**src/rtl/sha256_pkg.sv**
```systemverilog
// Shared SHA-256 host/core definitions: block and digest widths, host FSM states, IVs.
package sha256_pkg;

    localparam int unsigned BLOCK_W  = 512;
    localparam int unsigned DIGEST_W = 256;
    localparam int unsigned WORD_W   = 32;

    typedef enum logic [1:0] {
        StIdle,
        StFill,
        StRun,
        StDrain
    } host_state_e;

    // H0..H7 initial hash values; the core loads these when core_init is set.
    localparam logic [DIGEST_W-1:0] SHA256_IV =
        256'h6a09e667_bb67ae85_3c6ef372_a54ff53a_510e527f_9b05688c_1f83d9ab_5be0cd19;

endpackage

```
**src/rtl/sha256_digest_serializer.sv**
```systemverilog
// Captures the final 256-bit digest and streams it out MSB-first in DATA_W-bit beats
// under valid/ready flow control.
module sha256_digest_serializer
    import sha256_pkg::*;
#(
    parameter int unsigned DATA_W = 16
) (
    input  logic                clk,
    input  logic                rst_n,
    input  logic                i_load,
    input  logic [DIGEST_W-1:0] i_hash,
    input  logic                i_out_ready,
    output logic                o_out_valid,
    output logic [DATA_W-1:0]   o_out_data,
    output logic                o_out_last,
    output logic                o_done
);

    localparam int unsigned OUT_BEATS = DIGEST_W / DATA_W;
    localparam int unsigned CNT_W     = $clog2(OUT_BEATS);
    localparam logic [CNT_W-1:0] LAST_BEAT = CNT_W'(OUT_BEATS - 1);

    logic [DIGEST_W-1:0] r_digest;
    logic [CNT_W-1:0]    r_beat;
    logic                r_valid;
    logic                w_last;

    always_ff @(posedge clk or negedge rst_n) begin
        if (!rst_n) begin
            r_digest <= '0;
            r_beat   <= '0;
            r_valid  <= 1'b0;
        end else if (i_load) begin
            r_digest <= i_hash;
            r_beat   <= '0;
            r_valid  <= 1'b1;
        end else if (r_valid && i_out_ready) begin
            // Shift so the current beat always sits in the top DATA_W bits.
            r_digest <= r_digest << DATA_W;
            if (r_beat == LAST_BEAT) begin
                r_beat  <= '0;
                r_valid <= 1'b0;
            end else begin
                r_beat <= r_beat + CNT_W'(1);
            end
        end
    end

    assign w_last      = r_valid && (r_beat == LAST_BEAT);
    assign o_out_valid = r_valid;
    assign o_out_data  = r_digest[DIGEST_W-1 -: DATA_W];
    assign o_out_last  = w_last;
    assign o_done      = w_last && i_out_ready;

endmodule

```
**src/rtl/sha256_stream_host.sv**
```systemverilog
// Host front end for the SHA-256 core: packs input beats into 512-bit blocks, chains
// multi-block messages, serialises the digest and compares it against a golden value.
module sha256_stream_host
    import sha256_pkg::*;
#(
    parameter int unsigned          DATA_W = 16,
    parameter logic [DIGEST_W-1:0]  EXPECT =
        256'hba7816bf_8f01cfea_414140de_5dae2223_b00361a3_96177a9c_b410ff61_f20015ad
) (
    input  logic                clk,
    input  logic                rst_n,
    input  logic                i_in_valid,
    output logic                o_in_ready,
    input  logic [DATA_W-1:0]   i_in_data,
    input  logic                i_in_last,
    output logic                o_out_valid,
    input  logic                i_out_ready,
    output logic [DATA_W-1:0]   o_out_data,
    output logic                o_out_last,
    output logic                o_core_init,
    output logic                o_core_start,
    output logic [BLOCK_W-1:0]  o_core_block,
    input  logic                i_core_done,
    input  logic [DIGEST_W-1:0] i_core_hash,
    output logic                o_match,
    output logic                o_match_valid,
    output logic                o_err
);

    localparam int unsigned IN_BEATS = BLOCK_W / DATA_W;
    localparam int unsigned CNT_W    = $clog2(IN_BEATS);
    localparam logic [CNT_W-1:0] LAST_BEAT = CNT_W'(IN_BEATS - 1);

    host_state_e        r_state;
    logic [CNT_W-1:0]   r_cnt;
    logic [BLOCK_W-1:0] r_block;
    logic               r_first;
    logic               r_final;
    logic               r_in_ready;
    logic               r_start;
    logic               r_init;
    logic               r_match;
    logic               r_match_valid;
    logic               r_err;
    logic               w_load;
    logic               w_drain_done;

    assign w_load = (r_state == StRun) && i_core_done && r_final;

    always_ff @(posedge clk or negedge rst_n) begin
        if (!rst_n) begin
            r_state       <= StIdle;
            r_cnt         <= '0;
            r_block       <= '0;
            r_first       <= 1'b1;
            r_final       <= 1'b0;
            r_in_ready    <= 1'b0;
            r_start       <= 1'b0;
            r_init        <= 1'b0;
            r_match       <= 1'b0;
            r_match_valid <= 1'b0;
            r_err         <= 1'b0;
        end else begin
            r_start <= 1'b0;
            r_init  <= 1'b0;
            unique case (r_state)
                StIdle: begin
                    r_state    <= StFill;
                    r_in_ready <= 1'b1;
                end
                StFill: begin
                    if (i_in_valid && r_in_ready) begin
                        // Shifting in from the bottom leaves beat 0 in the top bits.
                        r_block <= {r_block[BLOCK_W-DATA_W-1:0], i_in_data};
                        if (r_first && (r_cnt == '0)) begin
                            r_match       <= 1'b0;
                            r_match_valid <= 1'b0;
                        end
                        if (r_cnt == LAST_BEAT) begin
                            r_cnt      <= '0;
                            r_start    <= 1'b1;
                            r_init     <= r_first;
                            r_final    <= i_in_last;
                            r_in_ready <= 1'b0;
                            r_state    <= StRun;
                        end else if (i_in_last) begin
                            // Short message: drop the partial block and resync.
                            r_cnt   <= '0;
                            r_first <= 1'b1;
                            r_err   <= 1'b1;
                        end else begin
                            r_cnt <= r_cnt + CNT_W'(1);
                        end
                    end
                end
                StRun: begin
                    if (i_core_done) begin
                        if (r_final) begin
                            r_match       <= (i_core_hash == EXPECT);
                            r_match_valid <= 1'b1;
                            r_first       <= 1'b1;
                            r_state       <= StDrain;
                        end else begin
                            r_first    <= 1'b0;
                            r_in_ready <= 1'b1;
                            r_state    <= StFill;
                        end
                    end
                end
                StDrain: begin
                    if (w_drain_done) begin
                        r_in_ready <= 1'b1;
                        r_state    <= StFill;
                    end
                end
                default: begin
                    r_in_ready <= 1'b0;
                    r_state    <= StIdle;
                end
            endcase
        end
    end

    sha256_digest_serializer #(
        .DATA_W (DATA_W)
    ) u_serializer (
        .clk         (clk),
        .rst_n       (rst_n),
        .i_load      (w_load),
        .i_hash      (i_core_hash),
        .i_out_ready (i_out_ready),
        .o_out_valid (o_out_valid),
        .o_out_data  (o_out_data),
        .o_out_last  (o_out_last),
        .o_done      (w_drain_done)
    );

    assign o_in_ready    = r_in_ready;
    assign o_core_start  = r_start;
    assign o_core_init   = r_init;
    assign o_core_block  = r_block;
    assign o_match       = r_match;
    assign o_match_valid = r_match_valid;
    assign o_err         = r_err;

endmodule
```
**config.mk**
```make
export PLATFORM = sky130hd
export DESIGN_NAME = sha256_stream_host
export DESIGN_NICKNAME = d
export VERILOG_FILES = /design/src/rtl/sha256_pkg.sv /design/src/rtl/sha256_digest_serializer.sv /design/src/rtl/sha256_stream_host.sv
export SDC_FILE = /design/constraint.sdc
export NUM_CORES = 2
export LEC_CHECK = 0
export ABC_CLOCK_PERIOD_IN_PS = 2050
export CORE_AREA = 10 10 304 306
export DETAILED_ROUTE_END_ITERATION = 12
export DIE_AREA = 0 0 314 316
export DONT_BUFFER_PORTS = 1
export PLACE_DENSITY_LB_ADDON = 0.2
export SYNTH_ARGS = -nofsm -noshare
export SYNTH_HDL_FRONTEND = slang
export SYNTH_SLANG_ARGS = --single-unit
```
**constraint.sdc**
```tcl
create_clock -name clk -period 2.05 [get_ports clk]
set_input_delay 0.41 -clock clk [delete_from_list [all_inputs] [get_ports clk]]
set_output_delay 0.41 -clock clk [all_outputs]
set_load 0.01 [all_outputs]
```
==> reports/qor.yml <==
run_status:
  status: "complete, but fails checks"
  violations: "hold timing, slew limit, setup timing"
die:
  die_w_microns: 314
  core-area_sq_mm: 0.0862
  die_h_microns: 316
  rows: 108
  die_area_sq_mm: 0.0992
  start_util: 0.375
  ios: 814
timing:
  worst_pin_slew_ps: 4230
  rsz0062_at_grt: "yes"
  fin_ws_ps: -728
  fmax_mhz: 360
  min_period_ps: 2780
  drv_slew: 591
  skew_ps: 29.7
  hold_viol: 301
  setup_viol: 370
  slew_headroom: -1.82
  holdWs_ps: -520
  fin_crit_sh: 1.36
global_routing:
  gr-total-overflow: 0
  first_global_vias: 25600
  grt_antenna_before_repair: 1
  grt_max_degree: 789
  gr-usage-all-layers: 0.240
  grt_pass1_wl_microns: 179000
placed_design:
  portBuffers: 0
  postPlaceCellArea_sq_mm: 0.0345
  gp_congestion: 0.872
  dp_slack_ps: -348
  placed_cells: 4566
  dp_hpwl_microns: 88600
route:
  ant_nets: 0
  drt-initial-drc-count: 2394
  routed_wl_microns: 125000
  viasPerCell: 5.13
  first_pass_iters: 5
  via_count: 25700
  wire_per_inst_microns: 24.9
  route.detailed.drc: 0
synthesis:
  synth_area_per_cell_sq_um: 9.25
  ys_seq_area_frac: 0.610
  ys_types: 42
  synthArstFlopShare: 1.00
  synth_flop_cell: "dfrtp_1"
  ys_seq_elements: 788
  yosys_warnings: 0
  synth_edf_count: 0
  netlist_area_sq_mm: 0.0323
  syn-num-nets: 3778
  syn_inst: 3492
clocking:
  clockRootBuffer: "clkbuf_16"
  cts_max_level: 3
  holdBufCountCts: 274
  clk_transition_reported_paths_ps: 60
  cts_buffers: 88
  cts_tree: "done"
  clock-sinks: 788
  clockBufferDepth: 3
  clock_latency_ps: 650
setup_path:
  r2r-end: "o_match"
  reg2reg_depth: 6
  crit_start: "rst_n"
  rrSetupSlack_ps: -170
  crit_path_start_kind: "input pin"
  worstPathArrival_ps: 2530
  crit_type: "input pin to async pin"
  worstPathMaxFanout: 788
  endpoint_kind: "async pin"
  cp.required_ps: 1800
  rr_startpoint: "r_state[0]"
power:
  worst_ir_drop_vdd_uv: 580
  power_density_mw_per_mm2: 922
  p_leak_uw: 0.0206
cells_and_area:
  mostFrequentLayoutCells: "nand2_1 (1,827), dfrtp_1 (787), dlygate4sd3_1 (274)"
  drive_gt1_frac: 0.0836
  utilization: 0.471
  final_area_sq_mm: 0.0406
  syn2layout_area_growth_pct: 25.8
  nets: 4076
  final_common_cell: "nand2_1"
  instances_no_fill: 5020
job:
  cap_violations: 0
hold_path:
  min-delay-path-class: "input pin to async pin"
-- state kept, by name, summed over array words and instances (netlist names) --
name and count:
o_in_ready 1, r_cnt 5, o_core_block 512, o_match_valid 1, r_first 1, o_core_start 1, u_serializer.o_out_valid 1, u_serializer.r_beat 4
o_err 1, o_match 1, u_serializer.r_digest 256, r_final 1, r_state 2, o_core_init 1
-- power by group --
group          internal, uW  switching (uW)
Sequential            16700             993
Clock                  9870            6690
Combinational          1700            1470
-- cells by family (layout without fill, tap and decap cells) --
| logic type | Yosys count | after routing | synth area share |
|---|---|---|---|
| buffers and inverters | 223 | 594 | 0.0278 |
| other | 0 | 2 | 0 |
| flip-flops | 788 | 788 | 0.610 |
| adder cells (fa/ha/maj) | 8 | 8 | 0.00310 |
| AND/OR/NAND/NOR | 1949 | 1949 | 0.239 |
| XOR/XNOR | 1 | 1 | 0.000271 |
| multiplexers | 243 | 243 | 0.0754 |
| AO/OA/AOI/OAI | 280 | 280 | 0.0442 |
-- layer usage --
layer  global-route usage  vias to the layer above  share of wire
li1                     -                    11800              -
met1                0.288                    12700           0.39
met2                0.395                     1035           0.48
met3               0.0892                      234          0.097
met4               0.0797                        0          0.032
met5                    0                        -              0
-- cells in the mapped netlist (2+ instances only) --
cell | number | area share
nor4b_1 | 10 | 0.0027
nor4bb_1 | 6 | 0.0019
buf_1 | 20 | 0.0023
ha_1 | 8 | 0.0031
nand4_1 | 12 | 0.0023
and2_1 | 3 | 0.00058
nand3_1 | 6 | 0.00093
inv_1 | 5 | 0.00058
a22o_1 | 2 | 0.00054
or4bb_1 | 2 | 0.00070
and3_1 | 3 | 0.00058
dfrtp_1 | 787 | 0.61
nor3_1 | 4 | 0.00062
nand2_1 | 1831 | 0.21
a21oi_1 | 11 | 0.0017
mux2i_1 | 241 | 0.075
nor2_1 | 14 | 0.0016
clkbuf_1 | 181 | 0.021
and4b_1 | 2 | 0.00062
nand4bb_1 | 3 | 0.0010
or3_1 | 3 | 0.00058
mux2_2 | 2 | 0.00070
or4_1 | 7 | 0.0016
nor4_1 | 18 | 0.0035
o21ai_0 | 262 | 0.041
buf_4 | 16 | 0.0037
nand2b_1 | 3 | 0.00058
nand4b_1 | 16 | 0.0043
-- stage by stage --
stage | setup TNS (ps) | total power [uW]
after global placement | -336 | 20500
after CTS | -225 | 37700
final | -150230 | 37500
after floorplan | -129 | 19800
after detailed placement | -365 | 20500
after global routing | -1410 | 38800
-- worst max-delay path by stage --
stage                              to  slack, ps  cells after the start
floorplan                     o_match       -130                      6
global placement              o_match       -340                      5
detailed placement            o_match       -350                      5
CTS                           o_match       -230                      6
global route                  o_match       -200                      6
finish              o_core_block[346]       -730                      0
-- final cells by class --
| cell class | count | area (sq um) |
|---|---|---|
| fillers | 8212 | 45600 |
| flip-flops and latches | 788 | 19700 |
| multi-input cells | 2481 | 11800 |
| repair buffers | 425 | 4630 |
| clock buffers | 130 | 2610 |
| well taps | 1155 | 1450 |
| clock inverters | 33 | 427 |
| inverters | 6 | 22.5 |
| diodes | 2 | 5.00 |
-- repair_timing --
item                                     CTS  global route
gates cloned                               0             7
endpoints found under the setup margin     4            56
buffers inserted                           4             5
endpoints found under the hold margin   1068           788
gates resized for setup                    6            26
pin swaps                                  6             5
(Power assumes the default switching activity.)
